`config.mk`:
```
export PLATFORM = sky130hd
export DESIGN_NAME = csi_pckt_builder
export DESIGN_NICKNAME = d
export VERILOG_FILES = /design/src/rtl/csi_pkg.sv /design/src/rtl/csi_crc16.sv /design/src/rtl/csi_pckt_builder.sv
export SDC_FILE = /design/constraint.sdc
export NUM_CORES = 1
export LEC_CHECK = 0
export ABC_AREA = 1
export CORE_UTILIZATION = 61
export CTS_CLUSTER_SIZE = 28
export DETAILED_ROUTE_END_ITERATION = 8
export HOLD_SLACK_MARGIN = 0.1
export PLACE_DENSITY_LB_ADDON = 0.25
export SYNTH_ARGS = -nofsm -noshare
export SYNTH_HDL_FRONTEND = slang
export SYNTH_HIERARCHICAL = 1
export SYNTH_SLANG_ARGS = --single-unit
```
`constraint.sdc`:
```
create_clock -name rxbyteclkhs -period 3.11 [get_ports rxbyteclkhs]
set_input_delay 0.311 -clock rxbyteclkhs [delete_from_list [all_inputs] [get_ports rxbyteclkhs]]
set_output_delay 0.311 -clock rxbyteclkhs [all_outputs]
set_load 0.02 [all_outputs]
```
`src/rtl/csi_pkg.sv`:
```
// CSI-2 shared definitions: data types, command encodings, FSM states and
// the header ECC used by both the transmit builder and the receive handler.
package csi_pkg;

    localparam logic [5:0] DT_FS    = 6'h00;
    localparam logic [5:0] DT_FE    = 6'h01;
    localparam logic [5:0] DT_RAW8  = 6'h2A;
    localparam logic [5:0] DT_RAW10 = 6'h2B;

    localparam logic [15:0] CRC_POLY = 16'h8408;
    localparam logic [15:0] CRC_INIT = 16'hFFFF;

    typedef enum logic [1:0] {
        CMD_FS   = 2'd0,
        CMD_FE   = 2'd1,
        CMD_LONG = 2'd2,
        CMD_RSVD = 2'd3
    } cmd_type_e;

    typedef enum logic [2:0] {
        ST_IDLE,
        ST_HDR0,
        ST_HDR1,
        ST_PAY,
        ST_CRC
    } state_e;

    // Hamming parity over {WC, DI}; the top two ECC bits are always zero
    function automatic logic [7:0] csi_ecc6(input logic [23:0] d);
        logic [5:0] p;
        p[0] = d[0] ^ d[1] ^ d[2] ^ d[4] ^ d[5] ^ d[7] ^ d[10] ^ d[11]
             ^ d[13] ^ d[16] ^ d[20] ^ d[21] ^ d[22] ^ d[23];
        p[1] = d[0] ^ d[1] ^ d[3] ^ d[4] ^ d[6] ^ d[8] ^ d[10] ^ d[12]
             ^ d[14] ^ d[17] ^ d[20] ^ d[21] ^ d[22] ^ d[23];
        p[2] = d[0] ^ d[2] ^ d[3] ^ d[5] ^ d[6] ^ d[9] ^ d[11] ^ d[12]
             ^ d[15] ^ d[18] ^ d[20] ^ d[21] ^ d[22];
        p[3] = d[1] ^ d[2] ^ d[3] ^ d[7] ^ d[8] ^ d[9] ^ d[13] ^ d[14]
             ^ d[15] ^ d[19] ^ d[20] ^ d[21] ^ d[23];
        p[4] = d[4] ^ d[5] ^ d[6] ^ d[7] ^ d[8] ^ d[9] ^ d[16] ^ d[17]
             ^ d[18] ^ d[19] ^ d[20] ^ d[22] ^ d[23];
        p[5] = d[10] ^ d[11] ^ d[12] ^ d[13] ^ d[14] ^ d[15] ^ d[16]
             ^ d[17] ^ d[18] ^ d[19] ^ d[21] ^ d[22] ^ d[23];
        return {2'b00, p};
    endfunction

endpackage

```
`src/rtl/csi_crc16.sv`:
```
// CSI-2 payload CRC-16 (reflected 0x8408), two bytes per cycle, lane0 first.
module csi_crc16
    import csi_pkg::*;
(
    input  logic        clk,
    input  logic        reset,
    input  logic        clr,
    input  logic        en,
    input  logic [15:0] data,
    output logic [15:0] crc
);

    logic [15:0] nxt;
    logic        fb;

    always_comb begin
        nxt = crc;
        fb  = 1'b0;
        for (int i = 0; i < 16; i++) begin
            fb  = nxt[0] ^ data[i];
            nxt = {1'b0, nxt[15:1]} ^ (fb ? CRC_POLY : 16'h0000);
        end
    end

    always_ff @(posedge clk) begin
        if (reset || clr) begin
            crc <= CRC_INIT;
        end else if (en) begin
            crc <= nxt;
        end
    end

endmodule

```
`src/rtl/csi_pckt_builder.sv`:
```
// CSI-2 transmit packet builder: header, payload and CRC on two byte lanes.
// Define CSI_PCKT_FRAME_CNT_EN to carry a frame counter in FS/FE word count.
module csi_pckt_builder
    import csi_pkg::*;
#(
    parameter int DATA_STREAM_WIDTH = 16,
    parameter int PH_STREAM_WIDTH   = 24
) (
    input  logic                         rxbyteclkhs,
    input  logic                         reset,
    input  logic                         cmd_valid,
    output logic                         cmd_ready,
    input  logic [1:0]                   cmd_type,
    input  logic [1:0]                   cmd_vc,
    input  logic [5:0]                   cmd_dt,
    input  logic [15:0]                  cmd_wc,
    input  logic [DATA_STREAM_WIDTH-1:0] in_data,
    input  logic                         in_valid,
    output logic                         in_ready,
    output logic [DATA_STREAM_WIDTH-1:0] out_stream,
    output logic                         out_valid,
    output logic                         frame_active,
    output logic                         pckt_err
);

    state_e state, state_nxt;

    logic [7:0]  di_r, di_cmd;
    logic [15:0] wc_r, wc_cmd, cnt_r;
    logic        short_r, fs_r, odd_r;
    logic        fa_set, fa_clr;
    logic [15:0] fs_wc, fe_wc;
    logic [DATA_STREAM_WIDTH-1:0] out_nxt;
    logic        vld_nxt, err_nxt, cap, crc_clr, crc_en;
    logic [15:0] crc;
    logic [PH_STREAM_WIDTH-1:0] ph;
    logic [7:0]  ecc;

`ifdef CSI_PCKT_FRAME_CNT_EN
    logic [15:0] frame_cnt, frame_inc;

    // zero is reserved for "no frame number"
    assign frame_inc = (frame_cnt == 16'hFFFF) ? 16'h0001 : frame_cnt + 16'h0001;
    assign fs_wc     = frame_inc;
    assign fe_wc     = frame_cnt;

    always_ff @(posedge rxbyteclkhs) begin
        if (reset) begin
            frame_cnt <= 16'h0000;
        end else if (cap && cmd_type == CMD_FS) begin
            frame_cnt <= frame_inc;
        end
    end
`else
    assign fs_wc = 16'h0000;
    assign fe_wc = 16'h0000;
`endif

    assign ph  = {wc_r, di_r};
    assign ecc = csi_ecc6(ph);

    always_comb begin
        di_cmd = {cmd_vc, cmd_dt};
        wc_cmd = {cmd_wc[15:1], 1'b0};
        unique case (cmd_type)
            CMD_FS: begin
                di_cmd = {cmd_vc, DT_FS};
                wc_cmd = fs_wc;
            end
            CMD_FE: begin
                di_cmd = {cmd_vc, DT_FE};
                wc_cmd = fe_wc;
            end
            default: ;
        endcase
    end

    always_comb begin
        state_nxt = state;
        out_nxt   = '0;
        vld_nxt   = 1'b0;
        err_nxt   = 1'b0;
        cap       = 1'b0;
        crc_clr   = 1'b0;
        crc_en    = 1'b0;
        cmd_ready = 1'b0;
        in_ready  = 1'b0;
        unique case (state)
            ST_IDLE: begin
                cmd_ready = 1'b1;
                if (cmd_valid) begin
                    if (cmd_type == CMD_RSVD) begin
                        err_nxt = 1'b1;
                    end else begin
                        cap       = 1'b1;
                        state_nxt = ST_HDR0;
                    end
                end
            end
            ST_HDR0: begin
                vld_nxt   = 1'b1;
                out_nxt   = {wc_r[7:0], di_r};
                err_nxt   = odd_r;
                crc_clr   = 1'b1;
                state_nxt = ST_HDR1;
            end
            ST_HDR1: begin
                vld_nxt = 1'b1;
                out_nxt = {ecc, wc_r[15:8]};
                if (short_r) begin
                    state_nxt = ST_IDLE;
                end else if (cnt_r == 16'h0000) begin
                    state_nxt = ST_CRC;
                end else begin
                    state_nxt = ST_PAY;
                end
            end
            ST_PAY: begin
                in_ready = 1'b1;
                if (in_valid) begin
                    vld_nxt = 1'b1;
                    out_nxt = in_data;
                    crc_en  = 1'b1;
                    if (cnt_r == 16'd2) begin
                        state_nxt = ST_CRC;
                    end
                end else begin
                    // starved mid-packet: truncate and end the burst
                    err_nxt   = 1'b1;
                    state_nxt = ST_IDLE;
                end
            end
            ST_CRC: begin
                vld_nxt   = 1'b1;
                out_nxt   = crc;
                state_nxt = ST_IDLE;
            end
            default: state_nxt = ST_IDLE;
        endcase
    end

    always_ff @(posedge rxbyteclkhs) begin
        if (reset) begin
            state        <= ST_IDLE;
            di_r         <= 8'h00;
            wc_r         <= 16'h0000;
            cnt_r        <= 16'h0000;
            short_r      <= 1'b0;
            fs_r         <= 1'b0;
            odd_r        <= 1'b0;
            fa_set       <= 1'b0;
            fa_clr       <= 1'b0;
            out_stream   <= '0;
            out_valid    <= 1'b0;
            pckt_err     <= 1'b0;
            frame_active <= 1'b0;
        end else begin
            state      <= state_nxt;
            out_stream <= out_nxt;
            out_valid  <= vld_nxt;
            pckt_err   <= err_nxt;
            if (cap) begin
                di_r    <= di_cmd;
                wc_r    <= wc_cmd;
                cnt_r   <= wc_cmd;
                short_r <= (cmd_type != CMD_LONG);
                fs_r    <= (cmd_type == CMD_FS);
                odd_r   <= (cmd_type == CMD_LONG) && cmd_wc[0];
            end else if (crc_en) begin
                cnt_r <= cnt_r - 16'd2;
            end
            // frame_active follows the header word onto the lanes by one cycle
            fa_set       <= (state == ST_HDR1) && short_r && fs_r;
            fa_clr       <= (state == ST_HDR1) && short_r && !fs_r;
            frame_active <= fa_set | (frame_active & ~fa_clr);
        end
    end

    csi_crc16 u_crc (
        .clk   (rxbyteclkhs),
        .reset (reset),
        .clr   (crc_clr),
        .en    (crc_en),
        .data  (in_data),
        .crc   (crc)
    );

endmodule
```
==> metrics.md <==
| Metric | Value |
|---|---|
| Status | `finished clean` |
| Top routing layer used | `met4` |
| Net Sw Frac | `0.4289` |
| Drt drc | `0` |
| Post-Syn Nets | `893` |
| Clock power frac | `0.223` |
| Most common cell after layout, fill and taps aside | `nand2_1` |
| CTS Hold Buffers Added | `0` |
| Final setup viols | `0` |
| DRT Wirelength | `15,040 um` |
| Hold crit path type | `reg2reg` |
| Wire length on met3 | `1297 um` |
| GRT Total Usage | `0.3446` |
| P&R area growth vs syn | `16.72%` |
| CP Class | `reg2reg` |
| Via Count | `between 5,000 and 6,000` |
| Most frequent cells in the layout | `nand2_1, inv_1, nand3_1, dfxtp_1, clkdlybuf4s50_1` |
| Post-synthesis simple-gate area fraction | `0.3723` |
| Tightest Pin Transition | `693.6 ps` |
| Initial antenna violation count | `0` |
| Gp weighted congestion | `~0.95` |
| Post-Syn Instances | `approximately 850` |
| Input/output buffers | `66` |
| Worst path required time | `3340 ps` |
| Syn avg cell area | `6.244 um2` |
| ANT cells | `0` |
| Mux cell area share after synthesis | `0` |
| Grt ovf | `0` |
| MaxCap Viol Count | `0` |
| Startpoint type of the worst setup path | `register` |
| Period Utilization, post-route | `0.6827` |
| DRT antenna net count | `0` |
| Crit-path max FO | `18` |
| Slew HR | `0.5363` |
| M1 WL | `between 5000 and 6000 um` |
| PwrDens | `639.8 nW/um2` |
| Synth Cell Area | `5283 um2` |
| DP Wirelength | `11,230 um` |
| Crit path max-delay cell type | `clkinv_1` |
| Min Hold Slack | `416.8 ps` |
| Layout cell share with drive strength beyond 1 | `0.05562` |
| Number of DRC markers in iteration 0 | `398` |
| CTS Buffer Depth | `2` |
| Crit-path max cell delay | `a little under 600 ps` |
| Nets@finish | `between 900 and 1,000` |
| Clock sinks | `81` |
| Unrepaired setup endpoints after global routing | `no` |
| CP arrival | `approximately 2400 ps` |
| Clock latency on the worst-skew pair | `370 ps` |
| Site row count | `33` |
| Number of gates resized after cts | `0` |
| Post-Synth XOR/XNOR Area | `0.07271` |
| Core area | `8299 um2` |
| Pin count of the biggest net entering global routing | `45` |
| Clock transition at the registers of the reported paths | `roughly 100 ps` |
| Maximum VDD drop | `0.0004971 V` |
| Pre-Repair DR Iteration Count | `5` |
| Min cycle time layout | `2123 ps` |
| Via density | `5.698` |
| Global-route wire length before repair | `23,870 um` |
| Hold Vio Cnt, Final | `0` |
| Die W | `95.06 um` |
| Crit. End Element | `register` |
| Total leakage power | `2.856 nW` |
| Seq pwr share | `0.335` |
| Crit-path cells | `inv_1 -> nand3_1 -> nor2_2 -> clkinv_1 -> a21oi_1 -> o21ai_0` |
| Num CTS Buffers | `9` |
| Die Y | `95.06 um` |
| Post-synthesis compound-gate area fraction | `0.1381` |
| Met2 routed WL | `7278 um` |
| Peak Freq | `approximately 0.47 GHz` |
| Yosys reg bits | `81` |
| Routed WL per cell | `14.98 um` |
| Max Slew Vio Count | `0` |
| Clock Tree Root | `clkbuf_8` |
| Warnings from Yosys | `6` |
| Synth Area in Adders | `0.002369` |
| Die Area | `9036 um2` |
| Switch Pwr | `0.001692 W` |
| Num ports | `between 60 and 70` |
| H-tree levels | `3` |
| Internal Power | `0.002253 W` |
| Logic gate share of total power | `0.442` |
| Largest family of logic cells by synthesized area | `simple AND/OR/NAND/NOR gates` |
| # Post-CTS Setup Buffers | `0` |
| Starting density of the core | `0.6365` |
| Vias in the first global route | `5,149` |
| CTS tree | `done` |
| Clock skew | `~19 ps` |
| Netlist cell types | `43` |
| Setup_tns | `0 ps` |
| Sequential area share after synthesis | `0.3070` |
==> metrics by stage <==
step	area [um2]	util	worst slack, ps	power, W	instances
finish	6166	0.7430	986.8	0.003945	1004
global route	6166	0.7430	795.0	0.004206	1004
CTS	6166	0.7430	1039	0.003911	1004
detailed placement	5941	0.7158	719.5	0.003030	988
global placement	5941	0.7158	777.2	0.002971	988
floorplan	5283	-	1374	0.002604	846
==> cell type report <==
cell class                 instances  area [um2]
timing repair buffer              69       683.2
sequential                        81        1622
multi-input combinational        624        3093
clock buffer                       9       123.9
clock inverter                     7       101.3
tap                              105       131.4
inverter                         109       411.6
fill                             676        2133
==> power groups by stage <==
stage | Sequential, W | Combinational [W] | Clock [W]
global route | 0.00133 | 0.00195 | 0.000925
CTS | 0.00132 | 0.00171 | 0.000885
global placement | 0.00133 | 0.00164 | 0
floorplan | 0.00131 | 0.00129 | 0
finish | 0.00132 | 0.00174 | 0.000881
detailed placement | 0.00134 | 0.00169 | 0
==> cells in the mapped netlist (all sizes together) <==
library cell | instances | area (um2)
nand2 | 308 | 1204
inv | 108 | 407.9
nand3 | 83 | 415.4
dfxtp | 81 | 1622
a21oi | 54 | 270.3
nor2 | 51 | 237.7
o21ai | 25 | 125.1
xor2 | 22 | 192.7
xnor2 | 21 | 191.4
buf | 16 | 93.84
clkbuf | 16 | 62.56
a221oi | 14 | 135.1
nand4 | 9 | 56.30
a31oi | 8 | 50.05
o22ai | 7 | 43.79
nand3b | 5 | 37.54
a211oi | 2 | 15.01
a22o | 2 | 17.52
nor3 | 2 | 10.01
o211ai | 2 | 15.01
a21boi | 1 | 7.510
a22oi | 1 | 7.510
a311oi | 1 | 8.760
a41oi | 1 | 8.760
and3 | 1 | 6.260
clkinv | 1 | 3.750
ha | 1 | 12.51
o311ai | 1 | 8.760
o31ai | 1 | 7.510
o41ai | 1 | 8.760
==> cell families after synthesis <==
family | Yosys count
XOR/XNOR | 43
flip-flops | 81
adder cells (fa/ha/maj) | 1
buffers and inverters | 141
AO/OA/AOI/OAI | 121
AND/OR/NAND/NOR | 459
==> final timing paths <==
check                             start                    endpoint  slack [ps]  cells after the start
hold reg to reg       fs_r$_SDFFE_PP0P_           fa_clr$_SDFF_PP0_         420                      1
setup reg to reg  state[2]$_SDFFE_PP0P_  u_crc/crc[15]$_SDFFE_PP1P_         990                      6
hold / removal        fs_r$_SDFFE_PP0P_           fa_clr$_SDFF_PP0_         420                      1
setup / recovery  state[2]$_SDFFE_PP0P_  u_crc/crc[15]$_SDFFE_PP1P_         990                      6
==> flip-flops by register name, summed over array words and instances, names as in the netlist, 3 cells and up <==
name and cells:
out_stream 16, u_crc/crc 16, cnt_r 15, wc_r 15
di_r 8, state 3
==> metal layers <==
| layer | track usage | vias up |
|---|---|---|
| met3 | 0.06619 | 43 |
| met5 | 0 | - |
| met4 | 0.1818 | 0 |
| met2 | 0.5899 | 267 |
| li1 | - | 2805 |
| met1 | 0.4058 | 2606 |
==> critical path: cells and delay by family (launching register included) <==
family	cells	cell delay [ps]
AOI/OAI and AO/OA	2	400
DFF	1	340
buffers and inverters	2	740
and+or+nand+nor	2	510
Power figures use the tool's default switching activity.
